==> src/rtl/otter_arb_pkg.sv <==
// otter_arb_pkg: shared owner tags and constants for the memory arbiter
package otter_arb_pkg;
  typedef enum logic [1:0] {OWN_NONE, OWN_IF, OWN_D} owner_e;
  localparam logic [1:0] MEM_SIZE_WORD = 2'b10;
  localparam int LAT_MAX = 4;
endpackage

==> src/rtl/otter_mem_arbiter_if.sv <==
// otter_mem_arbiter_if: requester and memory-side signals of the arbiter; slave = arbiter, master = surrounding system
interface otter_mem_arbiter_if #(parameter int ADDR_W = 32);
  logic              IF_REQ;
  logic [ADDR_W-1:0] IF_ADDR;
  logic              IF_GNT;
  logic              IF_RVALID;
  logic [31:0]       IF_RDATA;
  logic              D_REQ;
  logic              D_WE;
  logic [ADDR_W-1:0] D_ADDR;
  logic [31:0]       D_WDATA;
  logic [1:0]        D_SIZE;
  logic              D_SIGN;
  logic              D_GNT;
  logic              D_RVALID;
  logic [31:0]       D_RDATA;
  logic [ADDR_W-1:0] MEM_ADDR;
  logic              MEM_RE;
  logic              MEM_WE;
  logic [31:0]       MEM_WDATA;
  logic [1:0]        MEM_SIZE;
  logic              MEM_SIGN;
  logic [31:0]       MEM_RDATA;
  modport slave (
    input  IF_REQ, IF_ADDR, D_REQ, D_WE, D_ADDR, D_WDATA, D_SIZE, D_SIGN, MEM_RDATA,
    output IF_GNT, IF_RVALID, IF_RDATA, D_GNT, D_RVALID, D_RDATA,
           MEM_ADDR, MEM_RE, MEM_WE, MEM_WDATA, MEM_SIZE, MEM_SIGN
  );
  modport master (
    output IF_REQ, IF_ADDR, D_REQ, D_WE, D_ADDR, D_WDATA, D_SIZE, D_SIGN, MEM_RDATA,
    input  IF_GNT, IF_RVALID, IF_RDATA, D_GNT, D_RVALID, D_RDATA,
           MEM_ADDR, MEM_RE, MEM_WE, MEM_WDATA, MEM_SIZE, MEM_SIGN
  );
endinterface

==> src/rtl/otter_arb_tag_pipe.sv <==
// otter_arb_tag_pipe: LAT-deep shift register of read owners, cleared synchronously
module otter_arb_tag_pipe
  import otter_arb_pkg::*;
#(
  parameter int LAT = 1
) (
  input  logic   clk,
  input  logic   rst,
  input  owner_e tag_in,
  output owner_e tag_out
);
  owner_e tags_q [LAT];
  owner_e tags_d [LAT];
  // shift one stage per cycle, new owner enters at stage 0
  always_comb begin
    tags_d[0] = tag_in;
    for (int i = 1; i < LAT; i++) tags_d[i] = tags_q[i-1];
  end
  // reset drops every in-flight read
  always_ff @(posedge clk) begin
    if (rst) tags_q <= '{default: OWN_NONE};
    else tags_q <= tags_d;
  end
  assign tag_out = tags_q[LAT-1];
endmodule

==> src/rtl/otter_mem_arbiter.sv <==
// otter_mem_arbiter: shares the OTTER memory port between fetch and load/store; OTTER_ARB_PERF_CNT_EN adds stall/conflict counters
module otter_mem_arbiter
  import otter_arb_pkg::*;
#(
  parameter int LAT    = 1,
  parameter int RR_EN  = 1,
  parameter int ADDR_W = 32
) (
  input logic CLK,
  input logic RST,
  otter_mem_arbiter_if.slave bus
`ifdef OTTER_ARB_PERF_CNT_EN
  ,
  output logic [31:0] IF_STALL_CNT,
  output logic [31:0] D_STALL_CNT,
  output logic [31:0] CONFLICT_CNT
`endif
);
  logic   both, d_pref, gnt_if, gnt_d, ptr_q, ptr_d, if_rv, d_rv;
  owner_e tag_in, tag_out;
  if (LAT < 1 || LAT > LAT_MAX) begin : g_lat_chk
    $error("otter_mem_arbiter: LAT out of range");
  end
  // grant, memory drive and response routing; ptr_q=1 means D preferred
  always_comb begin
    both          = bus.IF_REQ & bus.D_REQ;
    d_pref        = (RR_EN == 0) | ptr_q;
    gnt_d         = ~RST & bus.D_REQ & (~bus.IF_REQ | d_pref);
    gnt_if        = ~RST & bus.IF_REQ & ~(bus.D_REQ & d_pref);
    ptr_d         = (both & (gnt_if | gnt_d)) ? gnt_if : ptr_q;
    tag_in        = gnt_if ? OWN_IF : (gnt_d & ~bus.D_WE) ? OWN_D : OWN_NONE;
    bus.IF_GNT    = gnt_if;
    bus.D_GNT     = gnt_d;
    bus.MEM_ADDR  = gnt_d ? bus.D_ADDR : gnt_if ? bus.IF_ADDR : {ADDR_W{1'b0}};
    bus.MEM_RE    = gnt_if | (gnt_d & ~bus.D_WE);
    bus.MEM_WE    = gnt_d & bus.D_WE;
    bus.MEM_WDATA = gnt_d ? bus.D_WDATA : 32'h0;
    bus.MEM_SIZE  = gnt_d ? bus.D_SIZE : gnt_if ? MEM_SIZE_WORD : 2'b00;
    bus.MEM_SIGN  = gnt_d & bus.D_SIGN;
    if_rv         = ~RST & (tag_out == OWN_IF);
    d_rv          = ~RST & (tag_out == OWN_D);
    bus.IF_RVALID = if_rv;
    bus.D_RVALID  = d_rv;
    bus.IF_RDATA  = if_rv ? bus.MEM_RDATA : 32'h0;
    bus.D_RDATA   = d_rv ? bus.MEM_RDATA : 32'h0;
  end
  // round-robin pointer, IF preferred out of reset
  always_ff @(posedge CLK) begin
    if (RST) ptr_q <= 1'b0;
    else ptr_q <= ptr_d;
  end
  otter_arb_tag_pipe #(.LAT(LAT)) u_tags (
    .clk    (CLK),
    .rst    (RST),
    .tag_in (tag_in),
    .tag_out(tag_out)
  );
`ifdef OTTER_ARB_PERF_CNT_EN
  logic [31:0] if_stall_cnt_q, if_stall_cnt_d, d_stall_cnt_q, d_stall_cnt_d, conflict_cnt_q, conflict_cnt_d;
  // count waiting and contended cycles, wrapping naturally
  always_comb begin
    if_stall_cnt_d = if_stall_cnt_q + 32'(bus.IF_REQ & ~gnt_if);
    d_stall_cnt_d  = d_stall_cnt_q + 32'(bus.D_REQ & ~gnt_d);
    conflict_cnt_d = conflict_cnt_q + 32'(both);
  end
  // counter registers
  always_ff @(posedge CLK) begin
    if (RST) begin
      if_stall_cnt_q <= '0;
      d_stall_cnt_q  <= '0;
      conflict_cnt_q <= '0;
    end else begin
      if_stall_cnt_q <= if_stall_cnt_d;
      d_stall_cnt_q  <= d_stall_cnt_d;
      conflict_cnt_q <= conflict_cnt_d;
    end
  end
  assign IF_STALL_CNT = if_stall_cnt_q;
  assign D_STALL_CNT  = d_stall_cnt_q;
  assign CONFLICT_CNT = conflict_cnt_q;
`endif
endmodule

==> src/flat_wrapper.sv <==
// flat-port wrapper written by rule: the top's interface ports become plain ports
module otter_mem_arbiter_flat import otter_arb_pkg::*;
#(
  parameter int LAT    = 1,
  parameter int RR_EN  = 1,
  parameter int ADDR_W = 32
)
  (CLK, RST, bus_IF_REQ, bus_IF_ADDR, bus_D_REQ, bus_D_WE, bus_D_ADDR, bus_D_WDATA, bus_D_SIZE, bus_D_SIGN, bus_MEM_RDATA, bus_IF_GNT, bus_IF_RVALID, bus_IF_RDATA, bus_D_GNT, bus_D_RVALID, bus_D_RDATA, bus_MEM_ADDR, bus_MEM_RE, bus_MEM_WE, bus_MEM_WDATA, bus_MEM_SIZE, bus_MEM_SIGN);
  otter_mem_arbiter_if #(.ADDR_W(ADDR_W)) bus_i ();
  input logic CLK;
  input logic RST;
  input wire logic [$bits(bus_i.IF_REQ)-1:0] bus_IF_REQ;
  input wire logic [$bits(bus_i.IF_ADDR)-1:0] bus_IF_ADDR;
  input wire logic [$bits(bus_i.D_REQ)-1:0] bus_D_REQ;
  input wire logic [$bits(bus_i.D_WE)-1:0] bus_D_WE;
  input wire logic [$bits(bus_i.D_ADDR)-1:0] bus_D_ADDR;
  input wire logic [$bits(bus_i.D_WDATA)-1:0] bus_D_WDATA;
  input wire logic [$bits(bus_i.D_SIZE)-1:0] bus_D_SIZE;
  input wire logic [$bits(bus_i.D_SIGN)-1:0] bus_D_SIGN;
  input wire logic [$bits(bus_i.MEM_RDATA)-1:0] bus_MEM_RDATA;
  output wire logic [$bits(bus_i.IF_GNT)-1:0] bus_IF_GNT;
  output wire logic [$bits(bus_i.IF_RVALID)-1:0] bus_IF_RVALID;
  output wire logic [$bits(bus_i.IF_RDATA)-1:0] bus_IF_RDATA;
  output wire logic [$bits(bus_i.D_GNT)-1:0] bus_D_GNT;
  output wire logic [$bits(bus_i.D_RVALID)-1:0] bus_D_RVALID;
  output wire logic [$bits(bus_i.D_RDATA)-1:0] bus_D_RDATA;
  output wire logic [$bits(bus_i.MEM_ADDR)-1:0] bus_MEM_ADDR;
  output wire logic [$bits(bus_i.MEM_RE)-1:0] bus_MEM_RE;
  output wire logic [$bits(bus_i.MEM_WE)-1:0] bus_MEM_WE;
  output wire logic [$bits(bus_i.MEM_WDATA)-1:0] bus_MEM_WDATA;
  output wire logic [$bits(bus_i.MEM_SIZE)-1:0] bus_MEM_SIZE;
  output wire logic [$bits(bus_i.MEM_SIGN)-1:0] bus_MEM_SIGN;
  assign bus_i.IF_REQ = bus_IF_REQ;
  assign bus_i.IF_ADDR = bus_IF_ADDR;
  assign bus_i.D_REQ = bus_D_REQ;
  assign bus_i.D_WE = bus_D_WE;
  assign bus_i.D_ADDR = bus_D_ADDR;
  assign bus_i.D_WDATA = bus_D_WDATA;
  assign bus_i.D_SIZE = bus_D_SIZE;
  assign bus_i.D_SIGN = bus_D_SIGN;
  assign bus_i.MEM_RDATA = bus_MEM_RDATA;
  assign bus_IF_GNT = bus_i.IF_GNT;
  assign bus_IF_RVALID = bus_i.IF_RVALID;
  assign bus_IF_RDATA = bus_i.IF_RDATA;
  assign bus_D_GNT = bus_i.D_GNT;
  assign bus_D_RVALID = bus_i.D_RVALID;
  assign bus_D_RDATA = bus_i.D_RDATA;
  assign bus_MEM_ADDR = bus_i.MEM_ADDR;
  assign bus_MEM_RE = bus_i.MEM_RE;
  assign bus_MEM_WE = bus_i.MEM_WE;
  assign bus_MEM_WDATA = bus_i.MEM_WDATA;
  assign bus_MEM_SIZE = bus_i.MEM_SIZE;
  assign bus_MEM_SIGN = bus_i.MEM_SIGN;
  otter_mem_arbiter #(.LAT(LAT), .RR_EN(RR_EN), .ADDR_W(ADDR_W)) u_core (.CLK(CLK), .RST(RST), .bus(bus_i));
endmodule
==> config.mk <==
export PLATFORM = sky130hd
export DESIGN_NAME = otter_mem_arbiter_flat
export DESIGN_NICKNAME = d
export VERILOG_FILES = /design/src/rtl/otter_arb_pkg.sv /design/src/rtl/otter_mem_arbiter_if.sv /design/src/rtl/otter_arb_tag_pipe.sv /design/src/rtl/otter_mem_arbiter.sv /design/src/flat_wrapper.sv
export SDC_FILE = /design/constraint.sdc
export NUM_CORES = 1
export LEC_CHECK = 0
export CORE_AREA = 2 2 105 107
export DETAILED_ROUTE_END_ITERATION = 10
export DIE_AREA = 0 0 107 109
export PLACE_DENSITY = 0.58
export REMOVE_ABC_BUFFERS = 1
export SYNTH_ARGS = -nofsm -noshare
export SYNTH_HDL_FRONTEND = slang
export SYNTH_SLANG_ARGS = --single-unit
==> constraint.sdc <==
create_clock -name CLK -period 1.63 [get_ports CLK]
set_input_delay 0.4075 -clock CLK [delete_from_list [all_inputs] [get_ports CLK]]
set_output_delay 0.4075 -clock CLK [all_outputs]
set_load 0.02 [all_outputs]
## After elaboration in Yosys (flattened, before gate mapping)

Index checks and enable logic that the tools add are counted.

- $add $sub $neg: 0
- Order comparisons: 0
- Shift operators: 0
- Eq/ne operators: 2
- Divide/modulo/power cells: 0
- Bitwise operators: 19
- Mux-type cells: 9
- Reduce and logical (&&, ||, !) cells: 1
- Multipliers: 0

Operators with widths:

| kind | number |
|---|---|
| $mux 32 | 5 |
| $and 1x1->1 | 12 |
| $mux 2 | 3 |
| $not 1->1 | 4 |
| $or 1x1->1 | 3 |
| $eq 2x1->1 const B | 1 |
| $eq 2x2->1 const B | 1 |
| $reduce_or 2->1 | 1 |
| $mux 1 | 1 |

- Bits in read-only memories: 0
- Output and inout port bits: 137
- Bits in latches: 0
- Input bits: 136
- Flip-flop bits (word level): 3
- RAM bits: 0
- Memories kept: 0

## Longest topological paths before layout

- Depth after elaboration: 6
- Mapped depth: 6

## Cells and area by module

Synthesis repeated with hierarchy kept, for this count alone.

- Cell total of the unflattened synthesis: 248
- Area, all modules: 1433.9 µm²

By module, submodules not included:

| module | cells an instance | instances | area an instance (µm²) | seq. area each (µm²) |
|---|---|---|---|---|
| otter_mem_arbiter | 244 | 1 | 1381.3 | 20.0 |
| otter_arb_tag_pipe | 4 | 1 | 52.6 | 40.0 |

## Least setup slack after synthesis

OpenSTA, ideal clock, no wires.

- Kind: input -> output
- Start: input port bus_D_REQ
- End: output port bus_MEM_ADDR[25]
- Stages on the path: 5
- Path slack: -206 ps
- Buffers on the path: 2
- Arrival: 1429 ps
- Cells stage by stage: buf_2 -> a21boi_2 -> buf_2 -> a32oi_1 -> nor2_1

- Word-level cells in the longest chain between the ends: 5
- Elaborated cells on any way between the ends: 7
- Those cells by class: mux: 2; bitwise: 5

RTL lines:

| element | RTL line | text |
|---|---|---|
| from (decl) | flat_wrapper.sv:14 | `input wire logic [$bits(bus_i.D_REQ)-1:0] bus_D_REQ;` |
| $and 1x1->1 | otter_mem_arbiter.sv:29 | `gnt_if = ~RST & bus.IF_REQ & ~(bus.D_REQ & d_pref);` |
| $not 1->1 | otter_mem_arbiter.sv:29 |  |
| $and 1x1->1 | otter_mem_arbiter.sv:29 |  |
| $mux 32 | otter_mem_arbiter.sv:34 | `bus.MEM_ADDR = gnt_d ? bus.D_ADDR : gnt_if ? bus.IF_ADDR : {ADDR_W{1'b0}};` |
| $mux 32 * | otter_mem_arbiter.sv:34 |  |
| to (decl) | flat_wrapper.sv:27 | `output wire logic [$bits(bus_i.MEM_ADDR)-1:0] bus_MEM_ADDR;` |

Every way passes the cells marked *; elsewhere a longest branch is shown, timed or not.

## Worst setup path in the final report

- Start: register u_core.ptr_q (netlist: u_core.d_pref)
- End: output port bus_MEM_WDATA[4]

- Word-level cells in the longest chain between the ends: 3

RTL lines:

| element | RTL line | text |
|---|---|---|
| from (decl) | otter_mem_arbiter.sv:19 | `logic both, d_pref, gnt_if, gnt_d, ptr_q, ptr_d, if_rv, d_rv;` |
| from (signal assigned) | otter_mem_arbiter.sv:50 | `else ptr_q <= ptr_d;` |
| $or 1x1->1 | otter_mem_arbiter.sv:28 | `gnt_d = ~RST & bus.D_REQ & (~bus.IF_REQ \| d_pref);` |
| $and 1x1->1 | otter_mem_arbiter.sv:28 |  |
| $mux 32 | otter_mem_arbiter.sv:37 | `bus.MEM_WDATA = gnt_d ? bus.D_WDATA : 32'h0;` |
| to (decl) | flat_wrapper.sv:30 | `output wire logic [$bits(bus_i.MEM_WDATA)-1:0] bus_MEM_WDATA;` |

Every way passes these cells.

==> flow_metrics.py <==
metrics = {
    "placement": {
        "place_inst": 604,
        "hpwl_um": 7270,
        "port_buffers": 272,
        "pre_cts_slack_ns": -1.05,
        "place.gp.congestion": 0.834,
    },
    "drt": {
        "drc": 0,
        "postRouteAntennaNets": 0,
        "first_iter_violations": 89,
        "wl_um": 10700,
        "detail_route.vias_per_cell": 4.13,
        "drt-pass1-iter-count": 4,
        "vias": 2658,
        "post_drt_wl_per_cell_um": 16.6,
    },
    "worst_hold_path": {
        "min-delay-start": "bus_IF_REQ",
        "whs_path_depth": 4,
        "min_delay_worst_endpoint": "u_core.d_pref",
        "hold_class": "in -> reg",
    },
    "logic_synthesis": {
        "yosysSeqAreaShare": 0.0438,
        "synthSimpleGateAreaFrac": 0.627,
        "yosysWarnings": 0,
        "synth-compound-area-share": 0.220,
        "avgSynthCellArea_um2": 6.63,
        "ys_ff_latch": 3,
        "synth_top_family_by_area": "simple AND/OR/NAND/NOR gates",
        "synth.distinct_cells": 19,
        "yosys.area.top_type_share": 0.369,
        "post_synth_mux_area_share": 0,
        "synth_cells": 207,
        "synth_top_cells_by_area": "and2_1 37%, a32oi_1 20%, and2_4 12%, nor2_1 9.6%, dfxtp_1 4.4%",
        "synth_top_cell_by_area": "and2_1",
        "synth_xor_area_frac": 0.00638,
        "netlist_area_um2": 1370,
        "synthAdderAreaFrac": 0,
    },
    "global_routing": {
        "grt_max_degree": 38,
        "grtUsageTotal": 0.156,
        "grt_pass1_wl_um": 14300,
        "grt_pass1_vias": 2580,
        "grt_overflow": 0,
        "antenna_found_initial": 1,
    },
    "floorplanning": {
        "ios": 273,
        "initial_core_util": 0.129,
        "rows": 38,
        "die_x_um": 107,
        "die_h_um": 109,
        "die_area_um2": 11700,
        "core-area_um2": 10600,
    },
    "cts": {
        "path_clk_slew_ns": 0.03,
        "numCtsBuffers": 3,
        "worstSkewPairLatency_ns": 0.21,
        "cts_max_path_buffers": 2,
        "cts.sinks": 3,
        "h-tree-depth": 1,
        "cts_tree": "done",
        "root_buffer": "clkbuf_8",
    },
    "setup_path": {
        "startpoint": "u_core.d_pref",
        "critPathBufInv": 3,
        "r2r_cells": 6,
        "crit_path_end_kind": "output port",
        "reg2reg_slack_ns": 0.25,
        "crit_path_frequent_cell": "buf_6",
        "critPathKind": "reg -> out",
        "r2r-start": "u_core.d_pref",
        "cpPeakStageDelay_ns": 0.31,
        "cpMaxStageDelayCell": "dfxtp_2",
        "path_cells": "nand2b_4 > and3b_2 > buf_6 > clkbuf_16 > and2_4 > buf_6",
        "crit_path_max_fanout": 5,
        "critPathLaunchType": "register",
        "r2r_end": "u_core.u_tags.tag_out[1]",
        "crit_family": "simple AND/OR/NAND/NOR gates",
        "required_ns": 1.22,
        "worst_ep_arrival_time_ns": 1.46,
    },
    "timing": {
        "setup-violations-final": 135,
        "fmax_mhz": 534,
        "period_needed_ns": 1.87,
        "fin_ws_ns": -0.242,
        "hold_viol": 0,
        "max_slew_margin": 0.748,
        "worst_pin_slew_ns": 0.377,
        "post-route-period-util": 1.15,
        "drv_slew": 0,
        "tns_ns": -19.98,
        "rsz0062_at_grt": "true",
        "fin_worst_skew_ns": 0.00175,
    },
    "job": {
        "drv_cap": 0,
    },
    "power_and_ir_drop": {
        "p_comb_frac": 0.806,
        "p_switching_mw": 0.539,
        "swShare": 0.350,
        "vdd_drop_max_mv": 0.212,
        "p_leak_nw": 2.35,
        "seqPwrFrac": 0.054,
        "power_frac_clock": 0.139,
        "internal_power_mw": 1.00,
        "powerDensity_nw_per_um2": 294,
    },
    "layout": {
        "ff_latch_area_um2": 63.8,
        "nNetsFinal": 640,
        "n_fill_cell": 1012,
        "area_growth_pct": 282,
        "post-route-util": 0.494,
        "drive_above_1_share": 0.598,
        "final_cells": 644,
        "multi_input_area_um2": 1450,
    },
    "run_status": {
        "violations": "setup timing",
        "outcome": "finished with violations",
    },
}
[layer usage]
layer	share of wire	GRT usage
met5	0	0
met4	0.0071	0.0269
met3	0.095	0.0532
met2	0.53	0.298
met1	0.36	0.168
[worst max path at each step]
stage / end / cells past startpoint
after floorplan: bus_MEM_SIGN / 3
after global placement: bus_MEM_WDATA[11] / 5
after detailed placement: bus_MEM_WDATA[28] / 5
after CTS: bus_MEM_WDATA[5] / 6
after global routing: bus_MEM_ADDR[5] / 7
final: bus_MEM_WDATA[4] / 6
[sequential cells by signal, indices dropped and copies added, names as in the netlist]
register,count
u_core.u_tags.tag_out,2
u_core.d_pref,1
[logic make-up (layout without fill, tap and decap cells)]
family                    count (synthesis)  in the layout
AOI/OAI and AO/OA                        35             35
and+or+nand+nor                         142            142
xor gates and xnor gates                  1              1
buffers and inverters                    26            322
other                                     0              1
DFF                                       3              3
[repair_timing]
action	4_1_cts	5_1_grt
setup endpoints to repair	137	137
cloned	10	7
gates resized for setup	860	66
hold buffers	0	0
pin swaps	17	84
setup buffers	18	3
[synthesized netlist by cell type (all sizes together)]
library cell / instances
nand2b: 1
xor2: 1
nor2b: 2
nor2: 35
a21boi: 1
a21oi: 2
buf: 12
and2: 100
clkbuf: 13
and3b: 1
dfxtp: 3
inv: 1
nand2: 1
a32oi: 32
nor3b: 2
[power by group through the flow]
stage          Combinational (mW)  Clock [mW]  Sequential [mW]
2_1_floorplan               0.332           0           0.0824
3_3_place_gp                0.994           0           0.0820
3_5_place_dp                0.999           0           0.0818
4_1_cts                      1.17       0.223           0.0833
5_1_grt                      1.31       0.236           0.0846
6_report                     1.24       0.215           0.0837
[layout make-up]
type	count	share of cell area
inverters	1	0.000716
well taps	140	0.0334
flip-flops and latches	3	0.0122
clock buffers	4	0.00859
diodes	1	0.000477
repair buffers	317	0.667
multi-input cells	178	0.277
[stage by stage]
stage	instance area [um2]	hold WS, ns	total power [mW]
after floorplan	1230	0.479	0.414
after global placement	4270	0.575	1.08
after detailed placement	4270	0.598	1.08
after CTS	4920	0.576	1.48
after global routing	5240	0.637	1.63
final	5240	0.585	1.54
[cells in the final DEF, fill, tap and decap left out, drive strengths merged]
cell,netlist,routed
a21boi,1,1
a21oi,2,2
a32oi,32,32
and2,100,100
and3b,1,1
buf,12,179
clkbuf,13,10
clkdlybuf4s50,0,132
dfxtp,3,3
diode,0,1
inv,1,1
nand2,1,1
nand2b,1,1
nor2,35,35
nor2b,2,2
nor3b,2,2
xor2,1,1
[tightest hold or removal path, stage by stage]
cell and delay, ns:
buf_2 0.13, nand2_1 0.08, xor2_1 0.06, nor2_1 0.08
No activity file was read; power rests on OpenSTA's default activity.
